--- config.mk ---
export PLATFORM = sky130hd
export DESIGN_NAME = ovi_issue_scheduler
export DESIGN_NICKNAME = d
export VERILOG_FILES = /design/src/rtl/ovi_issue_scheduler.sv
export SDC_FILE = /design/constraint.sdc
export NUM_CORES = 1
export LEC_CHECK = 0
export CAP_MARGIN = 20
export CORE_ASPECT_RATIO = 1.1
export CORE_MARGIN = 2
export CORE_UTILIZATION = 56
export DETAILED_ROUTE_END_ITERATION = 7
export GPL_ROUTABILITY_DRIVEN = 1
export PLACE_DENSITY = 0.85
export SYNTH_ARGS = -nofsm -noshare
export SYNTH_HDL_FRONTEND = slang
export SYNTH_SLANG_ARGS = --single-unit
export TNS_END_PERCENT = 50
--- constraint.sdc ---
create_clock -name CLK -period 12.2 [get_ports CLK]
set_input_delay 2.44 -clock CLK [delete_from_list [all_inputs] [get_ports CLK]]
set_output_delay 2.44 -clock CLK [all_outputs]
set_load 0.02 [all_outputs]
--- src/rtl/ovi_issue_scheduler.sv ---
// OVI issue scheduler: queues core vector instructions, issues them against
// VPU credits, dispatches each issued instruction as senior one cycle later,
// and forwards in-order completions back to the core.
module ovi_issue_scheduler #(
   parameter int unsigned CREDITS_INIT = 4,
   parameter int unsigned QDEPTH       = 4,
   parameter int unsigned SBID_W       = 5,
   parameter int unsigned MAXOUT       = 8
) (
   input  logic              CLK,
   input  logic              RST,
   input  logic              CORE_VALID,
   input  logic [31:0]       CORE_INSTR,
   input  logic [63:0]       CORE_SCALAR,
   output logic              CORE_READY,
   input  logic              CORE_FLUSH,
   output logic              VPU_ISSUE_VALID,
   output logic [31:0]       VPU_ISSUE_INSTR,
   output logic [63:0]       VPU_ISSUE_SCALAR,
   output logic [SBID_W-1:0] VPU_ISSUE_SBID,
   input  logic              VPU_ISSUE_CREDIT,
   output logic              VPU_DISPATCH_NEXT_SENIOR,
   output logic              VPU_DISPATCH_KILL,
   output logic [SBID_W-1:0] VPU_DISPATCH_SBID,
   input  logic              VPU_COMPLETED_VALID,
   input  logic [SBID_W-1:0] VPU_COMPLETED_SBID,
   input  logic [63:0]       VPU_COMPLETED_DEST,
   output logic              CORE_COMPLETED_VALID,
   output logic [63:0]       CORE_COMPLETED_DATA,
   output logic              CREDIT_ERR
);

   localparam int unsigned PTR_W = $clog2(QDEPTH);
   localparam int unsigned CNT_W = $clog2(CREDITS_INIT + 1);
   localparam int unsigned OUT_W = $clog2(MAXOUT + 1);

   typedef enum logic [0:0] {StRun, StDrain} state_e;

   state_e              r_state, w_state_d;
   logic [31:0]         r_q_instr  [QDEPTH];
   logic [63:0]         r_q_scalar [QDEPTH];
   logic [PTR_W:0]      r_wr_ptr, r_rd_ptr;
   logic [CNT_W-1:0]    r_credits, w_credits_d;
   logic [OUT_W-1:0]    r_out, w_out_d;
   logic [SBID_W-1:0]   r_next_sbid, r_oldest_sbid;
   logic                r_disp_valid;
   logic [SBID_W-1:0]   r_disp_sbid;
   logic                r_cmp_valid;
   logic [63:0]         r_cmp_data;
   logic                r_err;

   logic w_empty, w_full, w_enq, w_issue, w_cmp_ok, w_cmp_bad, w_cred_ovf, w_flush;

   // Queue status; the pointer MSB distinguishes full from empty.
   always_comb begin
      w_empty = (r_wr_ptr == r_rd_ptr);
      w_full  = (r_wr_ptr[PTR_W] != r_rd_ptr[PTR_W]) &&
                (r_wr_ptr[PTR_W-1:0] == r_rd_ptr[PTR_W-1:0]);
   end

   // Handshake, issue qualification and completion matching.
   always_comb begin
      CORE_READY = (r_state == StRun) && !w_full;
      w_flush    = (r_state == StRun) && CORE_FLUSH;
      w_enq      = CORE_VALID && CORE_READY && !CORE_FLUSH;
      w_issue    = (r_state == StRun) && !w_empty && (r_credits != '0) &&
                   (r_out < OUT_W'(MAXOUT)) && !CORE_FLUSH;
      w_cmp_ok   = VPU_COMPLETED_VALID && (VPU_COMPLETED_SBID == r_oldest_sbid) &&
                   (r_out != '0);
      w_cmp_bad  = VPU_COMPLETED_VALID && !w_cmp_ok;
   end

   // Credit accounting; a return at the ceiling with no issue is a protocol error.
   always_comb begin
      w_credits_d = r_credits;
      w_cred_ovf  = 1'b0;
      if (VPU_ISSUE_CREDIT && !w_issue && (r_credits == CNT_W'(CREDITS_INIT))) begin
         w_cred_ovf = 1'b1;
      end else begin
         w_credits_d = r_credits - CNT_W'(w_issue) + CNT_W'(VPU_ISSUE_CREDIT);
      end
      w_out_d = r_out + OUT_W'(w_issue) - OUT_W'(w_cmp_ok);
   end

   // Next state: flush drains in-flight work; resume once nothing is outstanding.
   always_comb begin
      w_state_d = r_state;
      unique case (r_state)
         StRun:   if (CORE_FLUSH) w_state_d = StDrain;
         StDrain: if (w_out_d == '0) w_state_d = StRun;
         default: w_state_d = StRun;
      endcase
   end

   // State register.
   always_ff @(posedge CLK) begin
      if (RST) r_state <= StRun;
      else     r_state <= w_state_d;
   end

   // Queue storage; contents need no reset since issue data is gated by w_issue.
   always_ff @(posedge CLK) begin
      if (w_enq) begin
         r_q_instr[r_wr_ptr[PTR_W-1:0]]  <= CORE_INSTR;
         r_q_scalar[r_wr_ptr[PTR_W-1:0]] <= CORE_SCALAR;
      end
   end

   // Pointers, counters, dispatch and completion registers.
   always_ff @(posedge CLK) begin
      if (RST) begin
         r_wr_ptr      <= '0;
         r_rd_ptr      <= '0;
         r_credits     <= CNT_W'(CREDITS_INIT);
         r_out         <= '0;
         r_next_sbid   <= '0;
         r_oldest_sbid <= '0;
         r_disp_valid  <= 1'b0;
         r_disp_sbid   <= '0;
         r_cmp_valid   <= 1'b0;
         r_cmp_data    <= '0;
         r_err         <= 1'b0;
      end else begin
         if (w_enq) r_wr_ptr <= r_wr_ptr + 1'b1;
         if (w_flush)      r_rd_ptr <= r_wr_ptr;
         else if (w_issue) r_rd_ptr <= r_rd_ptr + 1'b1;
         if (w_issue)  r_next_sbid   <= r_next_sbid + 1'b1;
         if (w_cmp_ok) r_oldest_sbid <= r_oldest_sbid + 1'b1;
         r_credits    <= w_credits_d;
         r_out        <= w_out_d;
         r_disp_valid <= w_issue;
         r_disp_sbid  <= w_issue ? r_next_sbid : '0;
         r_cmp_valid  <= w_cmp_ok;
         r_cmp_data   <= w_cmp_ok ? VPU_COMPLETED_DEST : '0;
         r_err        <= r_err | w_cred_ovf | w_cmp_bad;
      end
   end

   // Issue bus is combinational from the queue head, zero when idle.
   always_comb begin
      VPU_ISSUE_VALID  = w_issue;
      VPU_ISSUE_INSTR  = w_issue ? r_q_instr[r_rd_ptr[PTR_W-1:0]]  : '0;
      VPU_ISSUE_SCALAR = w_issue ? r_q_scalar[r_rd_ptr[PTR_W-1:0]] : '0;
      VPU_ISSUE_SBID   = w_issue ? r_next_sbid : '0;
   end

   assign VPU_DISPATCH_NEXT_SENIOR = r_disp_valid;
   assign VPU_DISPATCH_KILL        = 1'b0;
   assign VPU_DISPATCH_SBID        = r_disp_sbid;
   assign CORE_COMPLETED_VALID     = r_cmp_valid;
   assign CORE_COMPLETED_DATA      = r_cmp_data;
   assign CREDIT_ERR               = r_err;

endmodule

==> qor.txt, run 1 <==
Run status: finished, final reports clean
DR pass1 iterations: 5
Post-Synthesis Cell Area: 0.01800 mm2
Post-Syn Area per Cell: 19.00 um2
Initial antenna violation count: 3
IO Count: 347
Final period util: 63.70%
Area share of the largest cell type after synthesis: 64.08%
Leakage: 0.007979 uW
Wire length of the first global-routing pass: 58.35 mm
Largest driver fanout on the critical path: 107
Setup bufs post-CTS: 0
Die width: 174.9 um
Final critical path time including I/O delays and setup: 7.772 ns
HPWL Detailed: 23.91 mm
Overall die height: 192.0 um
RePlAce Congestion: 0.7480
Yosys reg bits: 482
Post-DR wirelength/cell: 22.32 um
Ys flop type: edfxtp_1
IO buf count: 345
Final hold violation count: 0
Unrepaired setup endpoints after global routing: false
Gate count after technology mapping: 947
Residual overflow from global routing: 0
HP Start: CREDIT_ERR
Antenna Violating Nets Remaining: 0
Layout cell share with drive strength beyond 1: 14.24%
MaxCap Viol Count: 0
Max-slew violations: 0
Layer with the highest usage: met2
Worst Setup Start Kind: primary input
Number of enable flip-flop cells after synthesis: 384
Count of unique library cells instantiated by Yosys: 50
Number of hold-repair buffers added at the cts stage: 0
Buffer levels on the longest clock path: 3
Yosys synthesis warning count: 0
Worst hold path type: flip-flop to flip-flop
DRC: 0
Clk Tree Root Cell: clkbuf_16
Actual slew at the worst max-slew pin: 1.045 ns
Number of buffers inserted during clock tree synthesis: 46
Clock sink total: 482
Peak clock frequency supported by timing: 0.1287 GHz
Number of global-route vias before repair: 10.03k
Die Area: 0.03359 mm2
Pin count of the biggest net entering global routing: 108
Vias per cell: 5.613
Global routing met3 resource utilization: 4.909%
TritonCTS clock tree: built
Clock latency on the worst-skew pair: 0.54 ns
Utilization after layout: 73.86%
Req. time, crit path: 9.76 ns
Critical register-to-register path startpoint: r_wr_ptr[1]
Total wire length after detailed routing: 39.05 mm
Reg clk slew, reported paths: 0.06 ns
Setup total negative slack: 0 ns
Cts repair resizes: 0
Most numerous cell in the Yosys netlist: edfxtp_1
Initial Util: 57.17%
Via count of the routed design: 9823
Worst slew margin: 30.36%
Dominant cells by area after synthesis: edfxtp_1 (64%), mux4_2 (12%), dfxtp_1 (11%), and3_1 (3.5%), and2_1 (2.4%)
Ratio of total power to cell area: 171.6 mW/mm2
Iteration-0 DRC count of the detailed router: 911
Worst Path Class, Setup: primary input to primary output
Worst Path Arrival: 5.33 ns
Synth cell count leaders: edfxtp_1 (384), and3_1 (101), dfxtp_1 (98), mux4_2 (96), and2_1 (70)
Met2 Usage GRT: 38.20%
Sequential-to-total area share from yosys stat: 74.98%
Syn nets: 1134
Setup violations, final: 0
Global-route met1 utilization: 30.77%
Overall fraction of global-route tracks in use: 22.92%
Placement row count: 68
H-tree lvl count: 2
P&R area growth vs syn: 29.19%
Crit path from: CORE_FLUSH
Worst hold margin: 0.4941 ns
Worst clock skew: 0.02445 ns
Nets: 1479
Core area: 0.03148 mm2
Dominant cell type by area after synthesis: edfxtp_1
Proportion of register bits with asynchronous set or reset after synthesis: 0%
Maximum ir drop on the vdd rail: 0.0001355 V
Endpoint kind of the worst setup timing path: primary output
## state kept, by name, indices dropped and copies added (netlist names), named ones only
register / cells
CREDIT_ERR: 1
r_rd_ptr: 3
VPU_DISPATCH_NEXT_SENIOR: 1
r_q_scalar: 256
r_oldest_sbid: 5
r_credits: 3
r_next_sbid: 5
r_state: 1
r_q_instr: 128
r_wr_ptr: 3
CORE_COMPLETED_DATA: 64
r_out: 4
CORE_COMPLETED_VALID: 1
VPU_DISPATCH_SBID: 5
## stage by stage
stage | std cells | area, um2 | worst slack (ns) | power (uW)
floorplan | 947 | 18000 | 6.184 | 2379
global placement | 1663 | 21800 | 4.641 | 2674
detailed placement | 1663 | 21800 | 4.466 | 2694
CTS | 1746 | 23210 | 4.462 | 4019
global route | 1747 | 23240 | 4.266 | 4143
finish | 1750 | 23250 | 4.428 | 3990
## power by group
| group | internal, uW | switching (uW) | total [uW] |
|---|---|---|---|
| registers | 1840 | 53.4 | 1890 |
| clock network | 758 | 570 | 1330 |
| logic | 381 | 388 | 769 |
| total | 2980 | 1010 | 3990 |
## cell type report
class / instances / area [um2]
tap: 420 / 525.5
inverter: 19 / 71.32
fill: 1816 / 8230
clock buffer: 57 / 1234
multi-input combinational: 389 / 4193
clock inverter: 26 / 177.7
sequential: 482 / 13500
antenna: 3 / 7.507
timing repair buffer: 354 / 3541
## path summary, 6_finish.rpt
check | cells after the start | slack [ns] | endpoint
min | 2 | 0.49 | CREDIT_ERR
max | 6 | 4.43 | VPU_ISSUE_SBID[2]
max reg2reg | 11 | 8.79 | r_credits[2]
min reg2reg | 2 | 0.49 | CREDIT_ERR
## layout by cell type (no fill, tap or decap), types with 9 or more instances in the layout
| cell type | n |
|---|---|
| edfxtp_1 | 384 |
| and3_1 | 101 |
| ha_1 | 14 |
| clkinv_1 | 11 |
| inv_1 | 18 |
| and2_1 | 66 |
| nor2_1 | 15 |
| clkbuf_16 | 47 |
| xnor2_1 | 11 |
| dfxtp_1 | 96 |
| clkdlybuf4s50_1 | 345 |
| clkinv_2 | 9 |
| mux4_2 | 96 |
## routing by layer
metal / share of wire, % / routed length, um
met5: 0.033 / 13
met4: 2.7 / 1060
met3: 6.9 / 2676
met2: 50 / 19640
met1: 40 / 15660
## cells by family (layout without fill, tap and decap cells)
| group | after synthesis | count (layout) | synth area share [%] |
|---|---|---|---|
| muxes | 98 | 98 | 12.13 |
| adders and majority gates | 16 | 16 | 1.196 |
| xor gates and xnor gates | 15 | 15 | 0.7718 |
| DFF | 482 | 482 | 74.98 |
| buffers and inverters | 76 | 456 | 1.877 |
| and+or+nand+nor | 222 | 222 | 7.530 |
| AOI/OAI and AO/OA | 37 | 37 | 1.495 |
| other | 1 | 4 | 0.02084 |
## worst max-delay path, stage by stage
cell and delay [ns]:
clkdlybuf4s50_1 0.46, nor3_1 0.37, o31a_4 0.90, nand2_2 0.28, nor2_1 0.23, clkdlybuf4s50_1 0.63
No activity file was read; power rests on OpenSTA's default activity.
==> run 2, diff against run 1 <==
--- a/config.mk
+++ b/config.mk
@@ -8,10 +8,10 @@
 export CAP_MARGIN = 20
 export CORE_ASPECT_RATIO = 1.1
 export CORE_MARGIN = 2
-export CORE_UTILIZATION = 56
+export CORE_UTILIZATION = 47
 export DETAILED_ROUTE_END_ITERATION = 7
 export GPL_ROUTABILITY_DRIVEN = 1
-export PLACE_DENSITY = 0.85
+export PLACE_DENSITY = 0.76
 export SYNTH_ARGS = -nofsm -noshare
 export SYNTH_HDL_FRONTEND = slang
 export SYNTH_SLANG_ARGS = --single-unit
==> constraint.sdc (replaced) <==
create_clock -name CLK -period 7 [get_ports CLK]
set_input_delay 1.4 -clock CLK [delete_from_list [all_inputs] [get_ports CLK]]
set_output_delay 1.4 -clock CLK [all_outputs]
set_load 0.02 [all_outputs]
==> run 2 against run 1 <==
Compared with the run above:
- core utilization fell by 12 points
- sequential cell count unchanged
- first-iteration DRC count fell by 34%
- critical path depth is the same
- via count fell by 1.3%
- critical endpoint is now VPU_ISSUE_INSTR[22]
- largest power group unchanged
==> qor.txt, run 2 (synthesis gave the netlist of run 1 again) <==
Area taken by multi-input logic gates: 0.004193 mm2 (unchanged)
RePlAce Congestion: 0.7418 (-0.83%)
P&R area growth vs syn: 30.70%
Utilization after layout: 62.04% (-12 points)
Nets: 1485 (+0.41%)
Antenna Violating Nets Remaining: 0 (unchanged)
Wire length of the first global-routing pass: 59.13 mm (+1.3%)
Setup bufs post-CTS: 0 (unchanged)
Run status: finished, final reports clean
Worst slew margin: 34.07% (+3.7 points)
Setup violations, final: 0 (unchanged)
Placement row count: 75 (+10%)
R2R setup slack: 4.19 ns (-4.60 ns)
Ratio of total power to cell area: 303.6 mW/mm2 (+77%)
Core area: 0.03791 mm2 (+20%)
Worst Setup Start Kind: primary input
Maximum ir drop on the vdd rail: 0.0002076 V (+53%)
Endpoint kind of the worst setup timing path: primary output
Final Instance Area: 0.02352 mm2 (+1.2%)
Peak clock frequency supported by timing: 0.1908 GHz
Buffer levels on the longest clock path: 3 (unchanged)
Worst-case hold path end point: CREDIT_ERR
Number of flip-flops in the largest register: 256 (unchanged)
Worst Path Arrival: 3.84 ns (-1.49 ns)
Max-slew violations: 0 (unchanged)
Clk Tree Root Cell: clkbuf_16
Clock sink total: 482 (unchanged)
Overall fraction of global-route tracks in use: 19.51% (-3.4 points)
Iteration-0 DRC count of the detailed router: 601 (-34%)
Worst Path Class, Setup: primary input to primary output
Total wire length after detailed routing: 39.11 mm (+0.14%)
Number of buffers inserted during clock tree synthesis: 47 (+2.2%)
DR pass1 iterations: 5 (unchanged)
Leakage: 0.008071 uW (+1.2%)
Storage element area: 0.01350 mm2 (unchanged)
Unrepaired setup endpoints after global routing: false
Placed inst area: 0.02197 mm2 (+0.78%)
Reg clk slew, reported paths: 0.06 ns (about the same)
Vias per cell: 5.278 (-6.0%)
HP Start: CREDIT_ERR
Clock latency on the worst-skew pair: 0.55 ns (about the same)
# fillers: 2739 (+51%)
Layout cell share with drive strength beyond 1: 14.82% (+0.58 points)
Actual slew at the worst max-slew pin: 0.9889 ns (-0.05567 ns)
Pin count of the biggest net entering global routing: 95 (-12%)
Post-DR wirelength/cell: 21.29 um (-4.6%)
Most common library cell in the layout ignoring fill and taps: edfxtp_1
Overall die height: 209.2 um (+9.0%)
Initial antenna violation count: 3 (unchanged)
HPWL Detailed: 24.60 mm (+2.9%)
Number of global-route vias before repair: 10.02k (-0.060%)
Worst hold path type: flip-flop to flip-flop
Worst clock skew: 0.01869 ns (-0.005766 ns)
MaxCap Viol Count: 0 (unchanged)
H-tree lvl count: 2 (unchanged)
Setup total negative slack: 0 ns (unchanged)
Most frequent cells in the layout: edfxtp_1 (384), clkdlybuf4s50_1 (345), and3_1 (101)
DRC: 0 (unchanged)
Worst hold margin: 0.4952 ns (+0.001168 ns)
Final period util: 74.87%
Req. time, crit path: 5.60 ns (-4.16 ns)
Die width: 190.6 um (+8.9%)
Residual overflow from global routing: 0 (unchanged)
Die Area: 0.03987 mm2 (+19%)
Cts repair resizes: 0 (unchanged)
IO buf count: 345 (unchanged)
Initial Util: 47.47% (-9.7 points)
Inst Count DP: 1749 (+5.2%)
Final hold violation count: 0 (unchanged)
Worst-case reg-to-reg path depth: 4 (-7)
Count of non-filler cells in the finished layout: 1837 (+5.0%)
IO Count: 347 (unchanged)
Final critical path time including I/O delays and setup: 5.241 ns
Number of hold-repair buffers added at the cts stage: 0 (unchanged)
Crit path from: CORE_FLUSH
TritonCTS clock tree: built
Via count of the routed design: 9695 (-1.3%)
Reg-to-Reg End: r_q_scalar[2][8]
Largest driver fanout on the critical path: 55 (-49%)
Critical register-to-register path startpoint: r_state
Number of instances on the worst hold path: 2 (unchanged)
-- run 2: cell types whose count changed in the layout (fill, tap and decap cells not counted), sizes merged --
cell	change
buf	+5
bufinv	+3
clkbuf	+5
clkinv	-2
clkinvlp	-2
diode	-2
-- run 2: worst max path at each step --
stage | cells after the start | slack (ns) | endpoint
2_1_floorplan | 4 | 2.05 | r_wr_ptr[2]
3_3_place_gp | 6 | 1.86 | VPU_ISSUE_INSTR[0]
3_5_place_dp | 6 | 1.79 | VPU_ISSUE_INSTR[22]
4_1_cts | 6 | 1.78 | VPU_ISSUE_INSTR[22]
5_1_grt | 6 | 1.59 | VPU_ISSUE_INSTR[22]
6_report | 6 | 1.76 | VPU_ISSUE_INSTR[22]
-- run 2: cell type report --
class                           instances  area share, %
Sequential cell                       482          57.40
Multi-Input combinational cell        389          17.83
Timing Repair Buffer                  359          15.23
Clock buffer                           62          5.458
Tap cell                              500          2.660
Clock inverter                         25          1.112
Inverter                               19         0.3032
Antenna cell                            1        0.01064
-- run 2: per-stage QoR --
step | total power [uW] | worst slack, ns
final | 7142 | 1.759
after global routing | 7406 | 1.591
after CTS | 7219 | 1.775
after detailed placement | 4714 | 1.786
after global placement | 4690 | 1.856
after floorplan | 4146 | 2.047
-- run 2: critical path, cell delays in order --
cell             delay (ns)
clkdlybuf4s50_1        0.45
nor3_1                 0.36
o31a_4                 0.28
buf_4                  0.41
and3_1                 0.27
clkdlybuf4s50_1        0.63
-- run 2: per-layer routing --
layer | part of all wire (%) | wire, um | track usage, %
met3 | 5.8 | 2277 | 3.997
met1 | 42 | 16310 | 26.50
met2 | 50 | 19620 | 32.24
met4 | 2.2 | 870 | 5.373
met5 | 0.069 | 27 | 0
-- run 2: where the power goes --
part	internal, uW	switching (uW)
Clock	1480	1030
Sequential	3200	107
Combinational	670	658
Total	5350	1790
